==> src/rtl/mcu_pkg.sv <==
// Shared MCU definitions: opcode values, the 3-bit instruction phase encoding
// and small decode helpers used by the sequencer, the datapath and the benches.
package mcu_pkg;

  typedef enum logic [2:0] {
    PH_IADDR  = 3'd0,
    PH_IFETCH = 3'd1,
    PH_ILOAD  = 3'd2,
    PH_IDLE   = 3'd3,
    PH_OADDR  = 3'd4,
    PH_OFETCH = 3'd5,
    PH_ALU    = 3'd6,
    PH_STORE  = 3'd7
  } phase_t;

  localparam logic [2:0] OP_HLT = 3'd0;
  localparam logic [2:0] OP_SKZ = 3'd1;
  localparam logic [2:0] OP_ADD = 3'd2;
  localparam logic [2:0] OP_AND = 3'd3;
  localparam logic [2:0] OP_XOR = 3'd4;
  localparam logic [2:0] OP_LDA = 3'd5;
  localparam logic [2:0] OP_STO = 3'd6;
  localparam logic [2:0] OP_JMP = 3'd7;

  function automatic logic is_aluop(input logic [2:0] op);
    return (op == OP_ADD) || (op == OP_AND) || (op == OP_XOR) || (op == OP_LDA);
  endfunction

  function automatic phase_t next_phase(input phase_t ph);
    case (ph)
      PH_IADDR:  return PH_IFETCH;
      PH_IFETCH: return PH_ILOAD;
      PH_ILOAD:  return PH_IDLE;
      PH_IDLE:   return PH_OADDR;
      PH_OADDR:  return PH_OFETCH;
      PH_OFETCH: return PH_ALU;
      PH_ALU:    return PH_STORE;
      default:   return PH_IADDR;
    endcase
  endfunction

endpackage

==> src/rtl/mcu_ctrl_decode.sv <==
// Combinational control decode: phase, opcode, zero flag and halt state to
// the nine datapath loads, enables and memory strobes.
module mcu_ctrl_decode
  import mcu_pkg::*;
(
  input  logic [2:0] i_phase,
  input  logic [2:0] i_op,
  input  logic       i_legal,
  input  logic       i_zero,
  input  logic       i_halt_q,
  output logic       o_sel,
  output logic       o_rd,
  output logic       o_wr,
  output logic       o_ld_ir,
  output logic       o_ld_acc,
  output logic       o_ld_mdr,
  output logic       o_ld_pc,
  output logic       o_inc,
  output logic       o_dout_en
);

  logic w_alu;
  logic w_sto;
  logic w_jmp;
  logic w_skz;

  // Illegal opcodes clear every class flag, so phases 5-7 decode as a NOP.
  assign w_alu = i_legal && is_aluop(i_op);
  assign w_sto = i_legal && (i_op == OP_STO);
  assign w_jmp = i_legal && (i_op == OP_JMP);
  assign w_skz = i_legal && (i_op == OP_SKZ);

  always_comb begin
    o_sel     = 1'b0;
    o_rd      = 1'b0;
    o_wr      = 1'b0;
    o_ld_ir   = 1'b0;
    o_ld_acc  = 1'b0;
    o_ld_mdr  = 1'b0;
    o_ld_pc   = 1'b0;
    o_inc     = 1'b0;
    o_dout_en = 1'b0;
    if (i_halt_q) begin
      o_sel = 1'b1;
    end else begin
      case (phase_t'(i_phase))
        PH_IADDR:  o_sel = 1'b1;
        PH_IFETCH: begin
          o_sel = 1'b1;
          o_rd  = 1'b1;
        end
        PH_ILOAD:  begin
          o_sel    = 1'b1;
          o_rd     = 1'b1;
          o_ld_ir  = 1'b1;
          o_ld_mdr = 1'b1;
        end
        PH_IDLE:   begin
          o_sel   = 1'b1;
          o_rd    = 1'b1;
          o_ld_ir = 1'b1;
        end
        PH_OADDR:  o_inc = 1'b1;
        PH_OFETCH: o_rd = w_alu;
        PH_ALU:    begin
          o_rd      = w_alu;
          o_ld_mdr  = w_alu;
          o_inc     = w_skz && i_zero;
          o_ld_pc   = w_jmp;
          o_dout_en = w_sto;
        end
        PH_STORE:  begin
          o_rd      = w_alu;
          o_ld_acc  = w_alu;
          o_ld_pc   = w_jmp;
          o_dout_en = w_sto;
          o_wr      = w_sto;
        end
        default: ;
      endcase
    end
  end

endmodule

==> src/rtl/mcu_sequencer.sv <==
// Instruction sequencer: owns the phase register, memory wait states,
// latched halt with restart, and illegal-opcode detection.
module mcu_sequencer
  import mcu_pkg::*;
#(
  parameter int unsigned OP_W        = 3,
  parameter bit          MEM_WAIT_EN = 1'b1
) (
  input  logic            clk,
  input  logic            rst,
  input  logic [OP_W-1:0] op,
  input  logic            zero,
  input  logic            mem_rdy,
  input  logic            go,
  output logic            sel,
  output logic            rd,
  output logic            wr,
  output logic            ld_ir,
  output logic            ld_acc,
  output logic            ld_mdr,
  output logic            ld_pc,
  output logic            inc,
  output logic            dout_en,
  output logic            halt,
  output logic            illegal,
  output logic [2:0]      pstate
);

  phase_t     r_phase;
  logic       r_halt;
  logic [2:0] w_op;
  logic       w_legal;
  logic       w_mem_phase;
  logic       w_stall;

  assign w_op    = op[2:0];
  assign w_legal = ((op >> 3) == '0);

  // Only phases that actually touch memory for this opcode wait on mem_rdy.
  always_comb begin
    w_mem_phase = 1'b0;
    case (r_phase)
      PH_IFETCH: w_mem_phase = 1'b1;
      PH_OFETCH: w_mem_phase = w_legal && is_aluop(w_op);
      PH_STORE:  w_mem_phase = w_legal && (w_op == OP_STO);
      default:   w_mem_phase = 1'b0;
    endcase
  end

  assign w_stall = MEM_WAIT_EN && w_mem_phase && !mem_rdy;

  always_ff @(posedge clk) begin
    if (rst) begin
      r_phase <= PH_IADDR;
      r_halt  <= 1'b0;
    end else if (r_halt) begin
      if (go) r_halt <= 1'b0;
    end else if (!w_stall) begin
      if (r_phase == PH_OADDR && w_legal && w_op == OP_HLT) begin
        r_halt  <= 1'b1;
        r_phase <= PH_IADDR;
      end else begin
        r_phase <= next_phase(r_phase);
      end
    end
  end

  mcu_ctrl_decode u_decode (
    .i_phase   (r_phase),
    .i_op      (w_op),
    .i_legal   (w_legal),
    .i_zero    (zero),
    .i_halt_q  (r_halt),
    .o_sel     (sel),
    .o_rd      (rd),
    .o_wr      (wr),
    .o_ld_ir   (ld_ir),
    .o_ld_acc  (ld_acc),
    .o_ld_mdr  (ld_mdr),
    .o_ld_pc   (ld_pc),
    .o_inc     (inc),
    .o_dout_en (dout_en)
  );

  assign halt    = r_halt;
  assign illegal = (r_phase == PH_OADDR) && !w_legal && !r_halt;
  assign pstate  = r_phase;

endmodule

==> config.mk <==
export PLATFORM = sky130hd
export DESIGN_NAME = mcu_sequencer
export DESIGN_NICKNAME = d
export VERILOG_FILES = /design/src/rtl/mcu_pkg.sv /design/src/rtl/mcu_ctrl_decode.sv /design/src/rtl/mcu_sequencer.sv
export SDC_FILE = /design/constraint.sdc
export NUM_CORES = 1
export LEC_CHECK = 0
export CORE_MARGIN = 2
export CORE_UTILIZATION = 25
export DETAILED_ROUTE_END_ITERATION = 10
export HOLD_SLACK_MARGIN = 0.12
export PLACE_DENSITY = 0.57
export REMOVE_ABC_BUFFERS = 1
export SLEW_MARGIN = 20
export SYNTH_ARGS = -nofsm -noshare
export SYNTH_HDL_FRONTEND = slang
export SYNTH_HIERARCHICAL = 1
export SYNTH_SLANG_ARGS = --single-unit
==> constraint.sdc <==
create_clock -name clk -period 1.8 [get_ports clk]
set_input_delay 0.36 -clock clk [delete_from_list [all_inputs] [get_ports clk]]
set_output_delay 0.36 -clock clk [all_outputs]
set_load 0.1 [all_outputs]
Word-level counts from Yosys, hierarchy flattened
Index checks and enable logic that the tools add are counted.
- equality and inequality tests: 14
- muxes and demuxes: 25
- bitwise logic cells: 2
- reduce and logical (&&, ||, !) cells: 15
- operators by type and width (cell ; count):
    $eq 3x3->1 const B ; 8
    $pmux 3 s7 ; 1
    $mux 1 ; 19
    $eq 3x2->1 const B ; 4
    $eq 3x1->1 const B ; 2
    $logic_not 3->1 ; 2
    $pmux 1 s2 ; 3
    $reduce_or 3->1 ; 2
    $reduce_or 2->1 ; 2
    $reduce_or 4->1 ; 1
    $logic_and 1x1->1 ; 3
    $logic_or 1x1->1 ; 3
    $mux 3 ; 1
    $pmux 1 s3 ; 1
    $not 1->1 ; 2
    $reduce_and 2->1 ; 1
    $logic_not 1->1 ; 1
- bits in registers: 4
- bits of input ports: 8
- output and inout port bits: 14
- logic and storage cells: 58

Depth between registers and ports, before layout
- word-level depth: 8
- gate-level depth with buffers: 4
- mapped depth without buffers: 4

Hierarchy
Netlist, hierarchy kept.
- by module, submodules not included (module ; instances ; cells each ; area an instance (um^2) ; seq. area each (um^2)):
    mcu_sequencer ; 1 ; 30 ; 249.0 ; 80.1
    mcu_ctrl_decode ; 1 ; 21 ; 148.9 ; 0.0

Least setup slack after synthesis
Ideal clock, no wire load.
- path type: register to output
- start point: reg r_phase[2] (netlist: pstate[2])
- end point: out ld_acc
- data arrival time: 5.156 ns
- data required time: 1.440 ns
- setup slack: -3.716 ns
- cell stages (with the launch flop): 3
- buffers on the path: 0
- cells stage by stage: dfxtp_1 > nand2b_1 > nor4_1
- word-level cells in the longest chain between the ends: 3
- RTL lines (element ; line ; source):
    start: declaration ; mcu_sequencer.sv:29 ; phase_t r_phase;
    start signal: assignment ; mcu_sequencer.sv:63 ; r_phase <= next_phase(r_phase);
    $eq 3x3->1 ; mcu_ctrl_decode.sv:46 ; case (phase_t'(i_phase))
    $mux 1 ; mcu_ctrl_decode.sv:46 ;
    $mux 1 ; mcu_ctrl_decode.sv:43 ; if (i_halt_q) begin
    end: declaration ; mcu_sequencer.sv:19 ; output logic ld_acc,
No other way between the ends.

Worst setup path in the final report
- start point: reg r_phase[2] (netlist: pstate[2])
- end point: out dout_en
- word-level cells in the longest chain between the ends: 4
- elaborated cells between the ends (all ways): 5
- those cells by class: 2 x eq/ne; 2 x mux; 1 x reduce/logical
- RTL lines (element ; line ; source):
    $eq 3x3->1 ; mcu_ctrl_decode.sv:46 ;
    $reduce_or 2->1 (no line) * ; - ;
    $mux 1 * ; mcu_ctrl_decode.sv:46 ;
    $mux 1 * ; mcu_ctrl_decode.sv:43 ;
    end: declaration ; mcu_sequencer.sv:23 ; output logic dout_en,
Every way passes the cells marked *; elsewhere a longest branch is shown, timed or not.

==> out/qor.yml <==
grt:
  antenna_found_initial: 0
  grt_max_degree: 11
  grt_overflow: 0
  grt_pass1_vias: 488
  grt_pass1_wl_mm: 2.11
  grt_usage_pct: 14.5
clock_network:
  root_buffer: "clkbuf_4"
  cts_sinks: 4
  cts_tree: "yes"
  clockBufferDepth: 2
  insertion_delay_ns: 0.24
  cts_hold_buf: 0
  htreeDepth: 1
  cts.clk_slew.worst_paths_ns: 0.03
  numCtsBuffers: 3
placement:
  dp_hpwl_um: 955
  port-buffer-count: 20
  gp_congestion: 0.717
setup_path:
  crit_path_max_fanout: 7
  critPathRequiredTime_ns: 1.44
  reg2regPathDepth: 5
  critPathLaunch: "pstate[2]"
  crit_path_start_kind: "register"
  path_class: "register to output port"
  reg2reg_slack_ns: 0.33
  worstPathArrival_ns: 1.38
  r2r-start: "pstate[2]"
  worst_r2r_endpoint: "pstate[2]"
  cp-end-kind: "output port"
synth:
  synthMuxAreaShare_pct: 0
  yosys_register_bits: 4
  synth_top_family_by_area: "simple AND/OR/NAND/NOR gates"
  synth_fa_ha_area_share_pct: 0
  ys_seq_area_share_pct: 20.1
  synth_compound_area_share_pct: 23.3
  syn_avg_cell_area_um2: 7.80
  synth_cells: 51
  synthSimpleGateAreaFrac_pct: 44.7
  synth_area_um2: 398
  ys.warnings.count: 6
  synth_cell_types: 28
  synth-xor-area-share_pct: 4.40
final_layout:
  area_delta_synth_final_pct: 137
  diodes: 0
  fin_util_pct: 62.5
  nets: 100
  final_cell_mix: "13 x buf_12, 13 x buf_4, 6 x conb_1"
  drive_above_1_share_pct: 51.1
die:
  io-pin-count: 22
  die_h_um: 43.9
  initial_core_util_pct: 26.4
  rows: 14
  die_w_um: 43.9
  core_um2: 1510
  dieArea_um2: 1930
outcome:
  status: "finished clean"
timing:
  clock.fmax_mhz: 573
  finalCritPeriodShare_pct: 96.9
  skew_ns: 0.00108
  final.min_clock_period_ns: 1.74
  setup_viol: 0
  holdWs_ns: 0.538
  hold_violations: 0
  slew_violations: 0
  rsz0062_at_grt: "yes"
worst_hold_path:
  whs_endpoint: "pstate[2]"
  hp-start: "pstate[2]"
  hold_class: "register to register"
  hold_depth: 2
detailed_routing:
  first_iter_violations: 7
  dr.pass1.iters: 4
  routed_wl_mm: 1.24
  vias_per_cell: 4.97
  wl_per_cell_um: 11.7
  detail-route-antenna-nets: 0
  drc_errors: 0
  routed-via-count: 527
power_and_ir_drop:
  p_int_uw: 282
  p_sw_share_pct: 45.5
  p_seq_share_pct: 20.9
  clockPowerShare_pct: 21.7
  p_sw_uw: 236
  ir_drop_uv: 329
  p_leak_uw: 0.000383
  powerDensity_nw_per_um2: 550
  pwr-share-comb_pct: 57.4
  fin_total_pwr_uw: 518
run:
  max_cap_violations: 0
area by class of cell:
| cell class | count | area (um2) |
|---|---|---|
| fill | 121 | 564 |
| multi-input combinational | 46 | 378 |
| inverter | 4 | 15.0 |
| clock buffer | 3 | 22.5 |
| tap | 16 | 20.0 |
| timing repair buffer | 33 | 417 |
| sequential | 4 | 90.1 |
state kept, by name, summed over array words and instances (netlist names):
| name | cells |
|---|---|
| halt | 1 |
| pstate | 3 |
per-layer routing:
layer  vias up  part of all wire (%)  track usage (%)
li1        265                     -                -
met1       235                    42             18.7
met2        24                    48             23.2
met3         3                   7.3             2.08
met4         0                   2.0             7.27
met5         -                     0                0
cell usage after synthesis:
master / n / share of area [%]
conb_1: 2 / 1.9
and2b_1: 1 / 1.9
nand4b_1: 1 / 2.2
buf_4: 1 / 1.9
o31ai_1: 2 / 3.8
xnor2_1: 2 / 4.4
nor4b_1: 1 / 2.2
nand3_1: 1 / 1.3
o21ai_0: 1 / 1.3
a2111oi_2: 1 / 3.8
dfxtp_1: 4 / 20
a21oi_1: 4 / 5.0
or4_1: 2 / 3.8
nor2_1: 2 / 1.9
or2_2: 1 / 1.6
nand4_1: 1 / 1.6
o32ai_1: 1 / 2.2
nor3_1: 2 / 2.5
nor2b_4: 1 / 3.5
nand4bb_1: 3 / 8.5
or3_1: 1 / 1.6
nand2_1: 3 / 2.8
a21boi_0: 1 / 1.9
inv_1: 4 / 3.8
o22ai_1: 1 / 1.6
a221oi_2: 1 / 3.8
nand2b_1: 4 / 6.3
nor4_1: 2 / 3.1
power by group through the flow:
stage                     Sequential (uW)  Combinational (uW)  Clock [uW]
after floorplan                       147                 128           0
after global placement                108                 282           0
after detailed placement              108                 283           0
after CTS                             108                 288         116
after global routing                  109                 312         124
final                                 108                 297         113
repair_timing:
| action | CTS | global route |
|---|---|---|
| setup endpoints to repair | 7 | 6 |
| setup buffers | 0 | 0 |
| pin swaps | 1 | 3 |
| resized for setup | 10 | 13 |
worst max-delay path, stage by stage, from the launching register on:
cell and delay (ns):
dfxtp_4 0.38, nand4_1 0.15, buf_4 0.18, nor3_1 0.14, buf_4 0.15, buf_12 0.16
worst max path at each step:
stage	slack (ns)	cells after the start	end
finish	0.06	5	dout_en
global route	-0.01	4	ld_acc
CTS	-0.06	6	ld_acc
detailed placement	-0.32	6	ld_acc
global placement	-0.27	4	rd
floorplan	-3.72	2	ld_acc
through the flow:
step | instance area (um2) | std cells | TNS, ns | worst slack (ns)
floorplan | 405 | 54 | -20.46 | -3.72
global placement | 853 | 103 | -1.96 | -0.269
detailed placement | 853 | 103 | -2.20 | -0.321
CTS | 907 | 106 | -0.127 | -0.0600
global route | 942 | 106 | -0.0163 | -0.0119
finish | 942 | 106 | 0 | 0.0555
cells by family (layout without fill, tap and decap cells):
| kind of cell | count (synthesis) | count (layout) |
|---|---|---|
| flip-flops | 4 | 4 |
| AO/OA/AOI/OAI | 12 | 12 |
| AND/OR/NAND/NOR | 26 | 26 |
| XOR/XNOR | 2 | 2 |
| buffers and inverters | 5 | 40 |
| other | 2 | 6 |
No activity file was read; power rests on OpenSTA's default activity.
